<file path="config.mk">
export PLATFORM = sky130hd
export DESIGN_NAME = ibex_clkgate_ctrl
export DESIGN_NICKNAME = d
export VERILOG_FILES = /design/src/rtl/ibex_clkgate_ctrl.sv
export SDC_FILE = /design/constraint.sdc
export NUM_CORES = 1
export LEC_CHECK = 0
export ABC_AREA = 0
export BUFFER_PORTS_ARGS = -buffer_cell sky130_fd_sc_hd__buf_2
export CELL_PAD_IN_SITES_DETAIL_PLACEMENT = 0
export CELL_PAD_IN_SITES_GLOBAL_PLACEMENT = 1
export CORE_AREA = 3 3 44 46
export DETAILED_ROUTE_END_ITERATION = 6
export DIE_AREA = 0 0 47 49
export GPL_TIMING_DRIVEN = 0
export PLACE_DENSITY = 0.82
export RECOVER_POWER = 100
export SLEW_MARGIN = 20
export SYNTH_ARGS = -nofsm -noshare
export SYNTH_HDL_FRONTEND = slang
export SYNTH_SLANG_ARGS = --single-unit
</file>
<file path="constraint.sdc">
create_clock -name clk_i -period 2 [get_ports clk_i]
set_clock_uncertainty 0.15 [all_clocks]
set_input_delay 0 -clock clk_i [delete_from_list [all_inputs] [get_ports clk_i]]
set_output_delay 0 -clock clk_i [all_outputs]
set_load 0.02 [all_outputs]
</file>
<file path="src/rtl/ibex_clkgate_ctrl.sv">
// ibex_clkgate_ctrl: sequences the enable of a clock gating cell shared by
// several requesters. The gate opens on any request, acks once the gated clock
// is guaranteed running, and closes after an idle hysteresis.
// Optional gated-cycle statistics counter: define CLKGATE_STATS_EN.
module ibex_clkgate_ctrl #(
    parameter int unsigned NumReq     = 4,
    parameter int unsigned WakeCycles = 2,
    parameter int unsigned IdleCycles = 8
`ifdef CLKGATE_STATS_EN
    ,
    parameter int unsigned CntW       = 16
`endif
) (
    input  logic              clk_i,
    input  logic              rst_ni,
    input  logic [NumReq-1:0] req_i,
    output logic [NumReq-1:0] ack_o,
    input  logic              test_en_i,
    output logic              en_o,
    output logic              active_o
`ifdef CLKGATE_STATS_EN
    ,
    input  logic              stats_clr_i,
    output logic [CntW-1:0]   gated_cycles_o
`endif
);

    localparam int unsigned WakeW = (WakeCycles > 0) ? $clog2(WakeCycles + 1) : 1;
    localparam int unsigned IdleW = (IdleCycles > 0) ? $clog2(IdleCycles + 1) : 1;

    // Counter reload values; the zero-cycle cases never load them.
    localparam logic [WakeW-1:0] WakeLoad = WakeW'((WakeCycles > 0) ? WakeCycles - 1 : 0);
    localparam logic [IdleW-1:0] IdleLoad = IdleW'((IdleCycles > 0) ? IdleCycles - 1 : 0);

    typedef enum logic [1:0] {
        StOff  = 2'd0,
        StWake = 2'd1,
        StOn   = 2'd2,
        StIdle = 2'd3
    } state_e;

    state_e           state_q;
    logic             en_q;
    logic [WakeW-1:0] wake_cnt_q;
    logic [IdleW-1:0] idle_cnt_q;
    logic             any_req;

    // DFT force-on counts as one more requester.
    assign any_req = (|req_i) | test_en_i;

    // Gate sequencing: OFF -> WAKE -> ON <-> IDLE -> OFF.
    always_ff @(posedge clk_i or negedge rst_ni) begin
        if (!rst_ni) begin
            state_q    <= StOff;
            en_q       <= 1'b0;
            wake_cnt_q <= '0;
            idle_cnt_q <= '0;
        end else begin
            unique case (state_q)
                StOff: begin
                    if (any_req) begin
                        en_q <= 1'b1;
                        if (WakeCycles == 0) begin
                            state_q <= StOn;
                        end else begin
                            state_q    <= StWake;
                            wake_cnt_q <= WakeLoad;
                        end
                    end
                end
                StWake: begin
                    // Wake always runs to completion, even if requests drop.
                    if (wake_cnt_q == '0) begin
                        state_q <= StOn;
                    end else begin
                        wake_cnt_q <= wake_cnt_q - WakeW'(1);
                    end
                end
                StOn: begin
                    if (!any_req) begin
                        if (IdleCycles == 0) begin
                            state_q <= StOff;
                            en_q    <= 1'b0;
                        end else begin
                            state_q    <= StIdle;
                            idle_cnt_q <= IdleLoad;
                        end
                    end
                end
                StIdle: begin
                    // A new request beats an expiring hysteresis.
                    if (any_req) begin
                        state_q <= StOn;
                    end else if (idle_cnt_q == '0) begin
                        state_q <= StOff;
                        en_q    <= 1'b0;
                    end else begin
                        idle_cnt_q <= idle_cnt_q - IdleW'(1);
                    end
                end
                default: begin
                    state_q <= StOff;
                    en_q    <= 1'b0;
                end
            endcase
        end
    end

    // Acks and enable derive from registered state; test_en bypasses the FSM.
    assign ack_o    = (state_q == StOn) ? req_i : '0;
    assign en_o     = en_q | test_en_i;
    assign active_o = (state_q != StOff);

`ifdef CLKGATE_STATS_EN
    logic [CntW-1:0] gated_q;

    // Saturating count of cycles with the gate closed; clear wins.
    always_ff @(posedge clk_i or negedge rst_ni) begin
        if (!rst_ni) begin
            gated_q <= '0;
        end else if (stats_clr_i) begin
            gated_q <= '0;
        end else if (!en_o && (gated_q != '1)) begin
            gated_q <= gated_q + CntW'(1);
        end
    end

    assign gated_cycles_o = gated_q;
`endif

endmodule

</file>
## Yosys cells after proc, flatten, opt, wreduce, memory -nomap -nowiden

Cells that the tools add are included.

| storage, ports and cells | value |
|---|---|
| memory bits (writable) | 0 |
| output and inout bits | 6 |
| input bits | 7 |
| flip-flop bits (word level) | 9 |
| bits in latches | 0 |
| memory bits (read-only) | 0 |
| memories | 0 |

| cells by class | value |
|---|---|
| shifts and indexed selects | 0 |
| bitwise operators | 2 |
| $mul | 0 |
| divide/modulo/power cells | 0 |
| add/sub/neg operators | 2 |
| multiplexer cells | 17 |
| reductions and logical operators | 12 |
| magnitude comparators | 0 |
| equal/unequal tests | 11 |

Operators with widths:

| operator | count |
|---|---|
| $mux 4 | 4 |
| $ne 2x2->1 const B | 7 |
| $mux 2 | 6 |
| $reduce_and 4->1 | 3 |
| $pmux 2 s4 | 1 |
| $pmux 4 s2 | 1 |
| $reduce_bool 2->1 | 4 |
| $eq 2x2->1 const B | 2 |
| $logic_not 2->1 | 2 |
| $logic_not 4->1 | 1 |
| $pmux 2 s2 | 1 |
| $reduce_or 4->1 | 1 |
| $sub 4x1->4 const B | 1 |
| $mux 1 | 3 |
| $ne 3x3->1 const B | 1 |
| $reduce_and 3->1 | 1 |
| $eq 2x1->1 const B | 1 |
| $or 1x1->1 | 2 |
| $pmux 1 s2 | 1 |
| $sub 2x1->2 const B | 1 |

## Logic depth before layout (Yosys ltp)

| depth | value |
|---|---|
| depth in word-level cells | 4 |
| mapped depth | 5 |

## Worst setup path after synthesis

No wires, ideal clock.

| path | value |
|---|---|
| kind | reg-to-reg |
| from | reg idle_cnt_q[0] |
| to | reg idle_cnt_q[0] |
| arrival | 1.274 ns |
| library setup time | 0.064 ns |
| path slack | 0.512 ns |
| path buffers | 0 |
| required time | 1.786 ns |
| clock period less this slack | 1.488 ns |
| cell stages (with the launch flop) | 6 |
| path through | dfrtp_1 > inv_1 > ha_1 > or3b_1 > a41oi_1 > a21o_1 |

| between the ends | value |
|---|---|
| word-level cells in the longest chain between the ends | 4 |
| elaborated cells between the ends (all ways) | 7 |

Ends and longest elaborated chain:

| what | line | RTL |
|---|---|---|
| from (decl) | 45 | `logic [IdleW-1:0] idle_cnt_q;` |
| from (signal assigned) | 86 | `idle_cnt_q <= IdleLoad;` |
| from (signal assigned) | 98 | `idle_cnt_q <= idle_cnt_q - IdleW'(1);` |
| $sub 4x1->4 | 98 |  |
| $mux 4 | 94 | `end else if (idle_cnt_q == '0) begin` |
| $mux 4 | 92 | `if (any_req) begin` |
| $pmux 4 s2 | 59 | `unique case (state_q)` |

Several ways; a longest one is shown, not always the timed one. The select of a mux whose other input is x is not followed.
A chain may end at the register's enable or synchronous reset.

## Worst setup path after layout

| path | value |
|---|---|
| from | in req_i[1] |
| to | reg idle_cnt_q[2] |

| between the ends | value |
|---|---|
| word-level cells in the longest chain between the ends | 4 |
| elaborated cells between the ends (all ways) | 5 |

Ends and longest elaborated chain:

| what | line | RTL |
|---|---|---|
| from (decl) | 16 | `input logic [NumReq-1:0] req_i,` |
| $reduce_or 4->1 (*) | 49 | `assign any_req = (\|req_i) \| test_en_i;` |
| $or 1x1->1 (*) | 49 |  |
| $ne 2x2->1 (no line) | - |  |
| $reduce_and 4->1 (no line) (*) | - |  |

Mark *: on every way between the ends. The rest lies on a longest branch, timed or not.

==> impl_metrics.json <==
{
  "antenna_found_initial": 0,
  "fin_area_um2": 779,
  "p_leak_nw": 0.331,
  "finalSetupTns_ns": 0,
  "power_mw": 0.442,
  "finalCritPeriodShare_pct": 98.5,
  "m1WireLength_um": 635,
  "yosysUniqueCellTypes": 36,
  "core_area_mm2": 0.00154,
  "place_hpwl_um": 959,
  "die_x_um": 47,
  "synth_seq_cells": 9,
  "clock_latency_ns": 0.26,
  "yosysWarnings": 0,
  "port_buffers": 12,
  "vias": 569,
  "min_from": "req_i[3]",
  "cp_slowest_cell": "dlygate4sd3_1",
  "root_buffer": "clkbuf_4",
  "ant_nets": 0,
  "cp_common_cell": "dlygate4sd3_1",
  "cp-end-kind": "flop",
  "grt_max_degree": 11,
  "synthArstFlopShare_pct": 100,
  "initial_utilization_pct": 40.2,
  "synthesis.area_um2": 619,
  "firstDrtPassIters": 4,
  "dieHeight_um": 49,
  "boundaryPins": 13,
  "dr_wl_met3_um": 54,
  "drv_slew": 0,
  "htree_levels": 1,
  "startpoint_type": "input pin",
  "cts_tree": "yes",
  "r2r-start": "state_q[1]",
  "drc": 0,
  "synth.yosys.seq_area_share_pct": 36.4,
  "placed_area_um2": 699,
  "power.density_mw_per_mm2": 567,
  "worstSetupPathType": "in -> reg",
  "hold_class": "in -> reg",
  "tightestPinTransition_ns": 0.442,
  "drive_above_1_share_pct": 17.4,
  "max_freq_ghz": 0.508,
  "setup_viol": 0,
  "critical-path-max-stage-delay_ns": 0.61,
  "period_needed_ns": 1.97,
  "postSynthCellCount": 63,
  "viasPerCell": 5.58,
  "antenna_cells": 0,
  "fin_nets": 96,
  "dr.max_layer_used": "met4",
  "post-cts-setup-buffers": 0,
  "critPathMaxFanout": 5,
  "synth_nets": 72,
  "setup.worst_path.start": "req_i[1]",
  "syn_area_per_cell_um2": 9.83,
  "grt.overflow.total": 0,
  "run_status": "complete, no violations",
  "syn_to_final_growth_pct": 25.9,
  "synth_edf_count": 0,
  "worstPathArrival_ns": 1.97,
  "place_congestion": 0.752,
  "max-vdd-ir-drop_v": 0.000374,
  "wl_met2_um": 728,
  "numClockSinks": 9,
  "dieArea_mm2": 0.00230,
  "cp_data_required_time_ns": 2.00,
  "whs_ns": 0.00960,
  "cts_buffers": 3,
  "maxCapViolCount": 0,
  "grt_pass1_wl_mm": 2.28,
  "rsz0062_at_grt": "false",
  "num_rows": 14,
  "grt_pass1_vias": 556,
  "wl_mm": 1.42,
  "drt_iter0_drc": 17,
  "track_usage_pct": 13.7,
  "hold_violations": 0,
  "ys.flop_type": "dfrtp_1",
  "routedWlPerCell_um": 14.0,
  "slew_headroom_pct": 70.4,
  "path_cells": "dlygate4sd3_1, buf_2, nor4b_4, dlygate4sd3_1, nand3_1, a32o_1",
  "clk_pin_slew_ns": 0.06,
  "cts_max_path_buffers": 2
}
[state kept, by name, indices dropped and copies added, names as in the netlist]
signal	flops
idle_cnt_q	4
state_q	2
wake_cnt_q	2
en_q	1
[cell families (layout without fill, tap and decap cells)]
| group | Yosys count | after routing | share of synthesized area (%) |
|---|---|---|---|
| adder cells (fa/ha/maj) | 2 | 2 | 4.04 |
| AND/OR/NAND/NOR | 26 | 26 | 27.7 |
| AO/OA/AOI/OAI | 16 | 16 | 24.0 |
| flip-flops | 9 | 9 | 36.4 |
| buffers and inverters | 9 | 32 | 6.06 |
| multiplexers | 1 | 1 | 1.82 |
[worst max-delay path: cells and delay by family]
family | cells | cell delay [ns]
compound gates | 1 | 0.21
buf+inv | 3 | 1.31
simple gates | 2 | 0.46
[metrics by stage]
stage	cells	util, %	worst slack (ns)
global placement	91	45.4	0.365
detailed placement	91	45.4	0.374
floorplan	63	-	0.512
global route	102	50.6	0.00586
finish	102	50.6	0.0309
CTS	102	51.6	0.0531
[cells in the mapped netlist (2+ instances only)]
cell | count | area [µm²]
nor2_1 | 3 | 11.3
or2_1 | 2 | 12.5
a21o_1 | 2 | 15.0
dfrtp_1 | 9 | 225
nand2_1 | 5 | 18.8
o31ai_1 | 3 | 22.5
inv_1 | 7 | 26.3
ha_1 | 2 | 25.0
and2_1 | 3 | 18.8
[path summary, 6_finish.rpt]
kind | slack (ns) | cells after the start | to
max in group asynchronous | 0.81 | 3 | idle_cnt_q[0]
worst max register to register | 0.14 | 4 | idle_cnt_q[2]
worst max-delay path | 0.03 | 6 | idle_cnt_q[2]
min in group asynchronous | 0.58 | 3 | en_q
worst min-delay path | 0.01 | 4 | idle_cnt_q[3]
worst min register to register | 0.38 | 1 | idle_cnt_q[1]
[per-layer routing]
metal	track usage, %	up-vias
met5	0	-
met4	5.53	0
met3	6.27	2
met2	21.9	13
met1	15.1	270
li1	-	284
[final cells by class]
cell class,count,area [µm²]
flip-flops and latches,9,225
multi-input cells,45,350
fillers,154,762
inverters,7,26.3
well taps,16,20.0
repair buffers,19,124
plain buffers,2,7.51
clock buffers,4,26.3
[cells in the final DEF (no fill, tap or decap), types with 2 or more instances in the layout]
master,n
a21o_1,2
and2_1,3
buf_2,7
clkbuf_1,8
clkbuf_4,3
dfrtp_1,9
dlygate4sd3_1,7
ha_1,2
inv_1,7
nand2_1,5
nor2_1,4
o21ai_0,2
o31ai_1,3
or2_1,2
[power by group]
part / switching (mW) / total [mW] / internal (mW)
sequential: 0.0154 / 0.214 / 0.198
clock: 0.0689 / 0.146 / 0.0771
combinational: 0.0414 / 0.0826 / 0.0412
total: 0.126 / 0.442 / 0.317
[what timing repair did]
item	in CTS	in global routing
hold buffers	7	0
gates resized for setup	0	0
hold endpoints to repair	11	0
No activity file was read; power rests on OpenSTA's default activity.
